File: src/rtl/uart_tx_buffered_pkg.sv
// Shared memory-stage types: UART transmitter states and byte width.
// UART_ADDR is defined with the rest of the memory map, not here.
package MemoryTypes;

  localparam int UART_DATA_BITS = 8;

  typedef enum logic [1:0] {
    UART_IDLE,
    UART_START,
    UART_DATA,
    UART_STOP
  } UartTxState;

  // Clock cycles per serial bit (integer divide; callers keep the result >= 2).
  function automatic int uart_div(input int clk_freq_hz, input int baud_rate);
    return clk_freq_hz / baud_rate;
  endfunction

endpackage

File: src/rtl/uart_tx_buffered_if.sv
// Store-path UART port: byte strobe from the memory stage plus line/status back.
interface uart_tx_buffered_if;
  import MemoryTypes::*;

  logic [UART_DATA_BITS-1:0] uart;
  logic                      uartWe;
  logic                      txd;
  logic                      busy;
  logic                      full;
  logic                      overflow;

  modport master (
    output uart, uartWe,
    input  txd, busy, full, overflow
  );

  modport slave (
    input  uart, uartWe,
    output txd, busy, full, overflow
  );

endinterface

File: src/rtl/uart_tx_buffered_fifo.sv
// Synchronous byte FIFO for the UART transmitter; head is visible combinationally.
// Push is gated only by the registered full flag, never by a same-cycle pop.
module uart_tx_fifo
  import MemoryTypes::*;
#(
  parameter int DEPTH = 16
) (
  input  logic                      clk,
  input  logic                      rstN,
  input  logic                      push,
  input  logic [UART_DATA_BITS-1:0] pushData,
  input  logic                      pop,
  output logic [UART_DATA_BITS-1:0] popData,
  output logic                      empty,
  output logic                      full
);

  localparam int PTR_W = $clog2(DEPTH);
  localparam int CNT_W = PTR_W + 1;

  logic [UART_DATA_BITS-1:0] r_mem [DEPTH];
  logic [PTR_W-1:0]          r_wr_ptr;
  logic [PTR_W-1:0]          r_rd_ptr;
  logic [CNT_W-1:0]          r_count;
  logic [CNT_W-1:0]          w_count_next;
  logic                      r_empty;
  logic                      r_full;
  logic                      w_do_push;
  logic                      w_do_pop;

  assign w_do_push = push && !r_full;
  assign w_do_pop  = pop && !r_empty;

  always_comb begin
    // NOTE: default assigned first so every path drives the signal and no latch is inferred.
    w_count_next = r_count;
    case ({w_do_push, w_do_pop})
      2'b10:   w_count_next = r_count + CNT_W'(1);
      2'b01:   w_count_next = r_count - CNT_W'(1);
      default: w_count_next = r_count;
    endcase
  end

  always_ff @(posedge clk) begin
    // NOTE: non-blocking assignments so every flop samples pre-edge values.
    if (!rstN) begin
      r_wr_ptr <= '0;
      r_rd_ptr <= '0;
      r_count  <= '0;
      r_empty  <= 1'b1;
      r_full   <= 1'b0;
    end else begin
      if (w_do_push) r_wr_ptr <= r_wr_ptr + PTR_W'(1);
      if (w_do_pop)  r_rd_ptr <= r_rd_ptr + PTR_W'(1);
      r_count <= w_count_next;
      r_empty <= (w_count_next == '0);
      r_full  <= (w_count_next == CNT_W'(DEPTH));
    end
  end

  // NOTE: storage is not reset; an entry is only read after it has been written.
  always_ff @(posedge clk) begin
    if (w_do_push) r_mem[r_wr_ptr] <= pushData;
  end

  assign popData = r_mem[r_rd_ptr];
  assign empty   = r_empty;
  assign full    = r_full;

endmodule

File: src/rtl/uart_tx_buffered.sv
// Buffered 8N1 UART transmitter fed by single-cycle store strobes.
// Holds the frame FSM, baud counter, shift register and sticky overflow flag.
module uart_tx_buffered
  import MemoryTypes::*;
#(
  parameter int CLK_FREQ_HZ = 50_000_000,
  parameter int BAUD_RATE   = 115_200,
  parameter int FIFO_DEPTH  = 16
) (
  input  logic               clk,
  input  logic               rstN,
  uart_tx_buffered_if.slave  bus
);

  localparam int DIV    = uart_div(CLK_FREQ_HZ, BAUD_RATE);
  localparam int BAUD_W = (DIV > 1) ? $clog2(DIV) : 1;
  localparam int BIT_W  = $clog2(UART_DATA_BITS);

  UartTxState                r_state;
  UartTxState                w_state_next;
  logic [BAUD_W-1:0]         r_baud_cnt;
  logic [BAUD_W-1:0]         w_baud_cnt_next;
  logic [BIT_W-1:0]          r_bit_idx;
  logic [BIT_W-1:0]          w_bit_idx_next;
  logic [UART_DATA_BITS-1:0] r_shift;
  logic [UART_DATA_BITS-1:0] w_shift_next;
  logic                      r_txd;
  logic                      w_txd_next;
  logic                      r_overflow;
  logic                      w_bit_end;
  logic                      w_pop;
  logic                      w_fifo_empty;
  logic                      w_fifo_full;
  logic [UART_DATA_BITS-1:0] w_pop_data;

  uart_tx_fifo #(
    .DEPTH (FIFO_DEPTH)
  ) u_fifo (
    .clk      (clk),
    .rstN     (rstN),
    .push     (bus.uartWe),
    .pushData (bus.uart),
    .pop      (w_pop),
    .popData  (w_pop_data),
    .empty    (w_fifo_empty),
    .full     (w_fifo_full)
  );

  assign w_bit_end = (r_baud_cnt == BAUD_W'(DIV - 1));

  always_comb begin
    w_state_next    = r_state;
    w_baud_cnt_next = r_baud_cnt;
    w_bit_idx_next  = r_bit_idx;
    w_shift_next    = r_shift;
    w_pop           = 1'b0;

    case (r_state)
      UART_IDLE: begin
        w_baud_cnt_next = '0;
        if (!w_fifo_empty) begin
          w_pop        = 1'b1;
          w_shift_next = w_pop_data;
          w_state_next = UART_START;
        end
      end

      UART_START: begin
        if (w_bit_end) begin
          w_baud_cnt_next = '0;
          w_bit_idx_next  = '0;
          w_state_next    = UART_DATA;
        end else begin
          w_baud_cnt_next = r_baud_cnt + BAUD_W'(1);
        end
      end

      UART_DATA: begin
        if (w_bit_end) begin
          w_baud_cnt_next = '0;
          w_shift_next    = r_shift >> 1;
          if (r_bit_idx == BIT_W'(UART_DATA_BITS - 1)) begin
            w_state_next = UART_STOP;
          end else begin
            w_bit_idx_next = r_bit_idx + BIT_W'(1);
          end
        end else begin
          w_baud_cnt_next = r_baud_cnt + BAUD_W'(1);
        end
      end

      UART_STOP: begin
        if (w_bit_end) begin
          w_baud_cnt_next = '0;
          // Chain straight into the next start bit when more bytes are queued.
          if (!w_fifo_empty) begin
            w_pop        = 1'b1;
            w_shift_next = w_pop_data;
            w_state_next = UART_START;
          end else begin
            w_state_next = UART_IDLE;
          end
        end else begin
          w_baud_cnt_next = r_baud_cnt + BAUD_W'(1);
        end
      end

      default: w_state_next = UART_IDLE;
    endcase

    // The line level is decoded from the upcoming state so txd leaves a flop.
    case (w_state_next)
      UART_START: w_txd_next = 1'b0;
      UART_DATA:  w_txd_next = w_shift_next[0];
      default:    w_txd_next = 1'b1;
    endcase
  end

  always_ff @(posedge clk) begin
    if (!rstN) begin
      r_state    <= UART_IDLE;
      r_baud_cnt <= '0;
      r_bit_idx  <= '0;
      r_shift    <= '0;
      r_txd      <= 1'b1;
      r_overflow <= 1'b0;
    end else begin
      r_state    <= w_state_next;
      r_baud_cnt <= w_baud_cnt_next;
      r_bit_idx  <= w_bit_idx_next;
      r_shift    <= w_shift_next;
      r_txd      <= w_txd_next;
      if (bus.uartWe && w_fifo_full) r_overflow <= 1'b1;
    end
  end

  assign bus.txd      = r_txd;
  assign bus.full     = w_fifo_full;
  assign bus.overflow = r_overflow;
  assign bus.busy     = (r_state != UART_IDLE) || !w_fifo_empty;

endmodule

File: src/flat_wrapper.sv
// flat-port wrapper written by rule: the top's interface ports become plain ports
module uart_tx_buffered_flat import MemoryTypes::*;
#(
  parameter int CLK_FREQ_HZ = 50_000_000,
  parameter int BAUD_RATE   = 115_200,
  parameter int FIFO_DEPTH  = 16
)
  (clk, rstN, bus_uart, bus_uartWe, bus_txd, bus_busy, bus_full, bus_overflow);
  uart_tx_buffered_if bus_i ();
  input  logic clk;
  input  logic rstN;
  input wire logic [$bits(bus_i.uart)-1:0] bus_uart;
  input wire logic [$bits(bus_i.uartWe)-1:0] bus_uartWe;
  output wire logic [$bits(bus_i.txd)-1:0] bus_txd;
  output wire logic [$bits(bus_i.busy)-1:0] bus_busy;
  output wire logic [$bits(bus_i.full)-1:0] bus_full;
  output wire logic [$bits(bus_i.overflow)-1:0] bus_overflow;
  assign bus_i.uart = bus_uart;
  assign bus_i.uartWe = bus_uartWe;
  assign bus_txd = bus_i.txd;
  assign bus_busy = bus_i.busy;
  assign bus_full = bus_i.full;
  assign bus_overflow = bus_i.overflow;
  uart_tx_buffered #(.CLK_FREQ_HZ(CLK_FREQ_HZ), .BAUD_RATE(BAUD_RATE), .FIFO_DEPTH(FIFO_DEPTH)) u_core (.clk(clk), .rstN(rstN), .bus(bus_i));
endmodule
File: config.mk
export PLATFORM = sky130hd
export DESIGN_NAME = uart_tx_buffered_flat
export DESIGN_NICKNAME = d
export VERILOG_FILES = /design/src/rtl/uart_tx_buffered_pkg.sv /design/src/rtl/uart_tx_buffered_if.sv /design/src/rtl/uart_tx_buffered_fifo.sv /design/src/rtl/uart_tx_buffered.sv /design/src/flat_wrapper.sv
export SDC_FILE = /design/constraint.sdc
export NUM_CORES = 1
export LEC_CHECK = 0
export CAP_MARGIN = 5
export CORE_MARGIN = 2
export CORE_UTILIZATION = 35
export DETAILED_ROUTE_END_ITERATION = 16
export GPL_TIMING_DRIVEN = 0
export SYNTH_ARGS = -nofsm -noshare
export SYNTH_HDL_FRONTEND = slang
export SYNTH_SLANG_ARGS = --single-unit
File: constraint.sdc
create_clock -name clk -period 7.3 [get_ports clk]
set_input_delay 0.73 -clock clk [delete_from_list [all_inputs] [get_ports clk]]
set_output_delay 0.73 -clock clk [all_outputs]
set_load 0.01 [all_outputs]
==> summary.md <==
| Metric | Value |
|---|---|
| Fin crit share | 0.479 |
| Most used cells in the layout excluding fill and tap cells | edfxtp_1 (128), nor2_1 (49), dfxtp_1 (43), nand2_1 (23), mux4_2 (21) |
| Post-Synth XOR/XNOR Area | 0.0205 |
| Final Power | 2.52 mW |
| Worst setup SP type | register |
| Root Buffer | clkbuf_16 |
| Worst hold margin | 0.465 ns |
| Mapped Nets | 518 |
| Seq/Total Area, Yosys | 0.648 |
| DRC violations left | 0 |
| Final Setup Violations | 0 |
| FF/Latch Area | 4700 um2 |
| Clock sinks | about 170 |
| Total core area | 20300 um2 |
| I/O Pins | 15 |
| Design Area, Final | 8280 um2 |
| Clock latency on the worst-skew pair | 0.43 ns |
| # fillers | 1875 |
| Status | finished clean |
| Antenna diode count | 0 |
| GRT Total Usage | 0.143 |
| Global-route wire length before repair | 23200 um |
| Delay-heaviest family, CP | compound AO/OA/AOI/OAI gates |
| Post-DRT Antenna Nets | 0 |
| Synth cell types | 54 |
| Setup_tns | 0 ns |
| Share of cells above drive strength 1 | 0.140 |
| Final Max Tran Viols | 0 |
| Mux share of post-synthesis cell area | 0.126 |
| Routed wire length | 14800 um |
| Post-synth EDFFs | 128 |
| Footprint of the multi-input gates | 2400 um2 |
| Via density | ~5.2 |
| TritonCTS clock tree | built |
| Power Dens Cells | 305 nW/um2 |
| CP required | roughly 7.6 ns |
| Site row count | 52 |
| Delay of the slowest cell on the worst path | 0.50 ns |
| Layout area overhead | 14.1% |
| Final min period | 3.50 ns |
| Most used cell, CP | ha_1 |
| Antenna violations before repair | 0 |
| Largest family of logic cells by synthesized area | multiplexers |
| Largest net degree at the start of global routing | 17 |
| Post CTS Setup Buffer Count | 0 |
| Placed Area | ~7700 um2 |
| Vias in the first global route | 4108 |
| Vias | about 4.2k |
| Critical-path top delay cell | dfxtp_1 |
| Post-Syn Instances | a little under 500 |
| 1st-pass router iterations | 4 |
| Final HPWL DP | 9670 um |
| Max clock buf depth | 2 |
| Critical path buffers and inverters | 2 |
| DIE AREA | 21900 um2 |
| Routability Congestion | 0.861 |
| GR Overflow Total | 0 |
| Synth Area per Inst | ~15 um2 |
| Crit path kind | register to register |
| PortBufs | 13 |
| Adder-Cell Fraction of Synth Area | 0.0310 |
| Final Hold Fails | 0 |
| Hold crit path type | register to register |
| Post-CTS Hold Fix Bufs | 0 |
| Ys flop type | edfxtp_1 |
| Reg clk slew, reported paths | ~0.070 ns |
| Slew HR | 0.164 |
| Final setup skew | 0.0138 ns |
| Initial DRC Count | around 320 |
| RSZ-0062 raised after global routing | no |
| Synthesized cell area | 7250 um2 |
| Die height | 148 um |
| Floorplan die width | approximately 150 um |
| Synth Area in Simple Gates | 0.0985 |
| H-tree depth | 4 |
| CP Capture Type | register |
| Leakage | between 2 and 3 nW |
| # resized after CTS | 0 |
| Least-Margin Pin Slew | 1.24 ns |
| Fmax | 286 MHz |
| Post-layout nets | 550 |
| Synth Register Bits | 171 |
| Fraction of registers with async set/reset | 0 |
| Yosys warns | 0 |
| Avg WL per Cell | about 18 um |
| Initial core utilization | 0.357 |
| Commonest non-fill, non-tap cell in the layout | edfxtp_1 |
| CP cell instances | inv_1 -> ha_1 -> a32oi_1 -> nor2_1 -> ha_1 -> buf_2 -> xor2_1 -> ha_1 -> a21oi_1 -> mux2i_1 -> xor2_1 -> nand2_1 -> o31ai_1 |
| CP max FO | 9 |
| Worst EP arrival | 3.83 ns |
| Compound-gate portion of the synthesized area | 0.0523 |
| Inserted Clock Buffers | 17 |
| Max_cap viols | 0 |
| Peak supply drop | around 210 uV |
report_power, final:
part	leakage, nW	internal [mW]	switching [mW]
logic	0.929	0.244	0.304
registers	1.51	1.10	0.0384
clock network	0.262	0.442	0.391
total	2.70	1.79	0.734
Yosys cell counts, types with 6 or more instances:
cell      instances  area [um2]
edfxtp_1        128        3840
nor2_1           49         184
dfxtp_1          43         861
nand2_1          23        86.3
mux4_2           21         473
ha_1             18         225
o21ai_0          16        80.1
a21oi_1          12        60.1
clkbuf_1         12        45.0
nand3_1          12        60.1
inv_1            11        41.3
mux2i_1          11         110
mux4_1           10         263
nor3_1            9        45.0
xor2_1            9        78.8
buf_2             8        40.0
nor2b_1           8        50.1
xnor2_1           8        70.1
nor4_1            7        43.8
a32oi_1           6        52.6
mux2_2            6        67.6
nand2b_1          6        37.5
registers in the layout (all words and copies together), names as in the netlist, named ones only:
signal                  flops
u_core.u_fifo.r_count       5
u_core.u_fifo.r_mem       128
u_core.u_fifo.r_wr_ptr      4
u_core.r_state              2
u_core.r_baud_cnt           9
u_core.r_bit_idx            3
u_core.u_fifo.r_rd_ptr      4
u_core.u_fifo.empty         1
u_core.u_fifo.full          1
u_core.r_shift              8
u_core.bus.txd              1
u_core.bus.overflow         1
logic make-up after synthesis:
logic type,count (synthesis)
adder cells (fa/ha/maj),18
multiplexers,48
XOR/XNOR,17
AO/OA/AOI/OAI,58
buffers and inverters,35
flip-flops,171
AND/OR/NAND/NOR,142
per-layer routing:
metal	GRT usage	share of wire	up-vias
met5	0	0	-
met4	0.0557	0.018	0
met3	0.0312	0.040	21
met2	0.229	0.48	94
met1	0.189	0.46	2129
li1	-	-	1956
through the flow:
stage | utilization | cells | setup slack [ns]
after floorplan | - | 489 | 4.30
after global placement | 0.380 | 772 | 3.75
after detailed placement | 0.381 | 772 | 3.66
after CTS | 0.408 | 804 | 3.83
after global routing | 0.408 | 804 | 3.50
final | 0.408 | 804 | 3.80
worst paths after layout:
path / to / depth (start not counted) / startpoint / slack (ns)
setup / recovery: u_core.u_fifo.empty$_SDFF_PN1_ / 13 / u_core.r_state[1]$_SDFF_PN0_ / 3.80
hold / removal: u_core.r_baud_cnt[0]$_SDFF_PP0_ / 1 / u_core.r_baud_cnt[0]$_SDFF_PP0_ / 0.46
setup reg to reg: u_core.u_fifo.empty$_SDFF_PN1_ / 13 / u_core.r_state[1]$_SDFF_PN0_ / 3.80
hold reg to reg: u_core.r_baud_cnt[0]$_SDFF_PP0_ / 1 / u_core.r_baud_cnt[0]$_SDFF_PP0_ / 0.46
area by class of cell:
cell class              count  share of cell area
clock buffers              17              0.0514
inverters                  11             0.00499
multi-input cells         283               0.289
clock inverters            15              0.0142
well taps                 270              0.0408
repair buffers             13              0.0157
plain buffers              24              0.0154
flip-flops and latches    171               0.568
(Power assumes the default switching activity.)
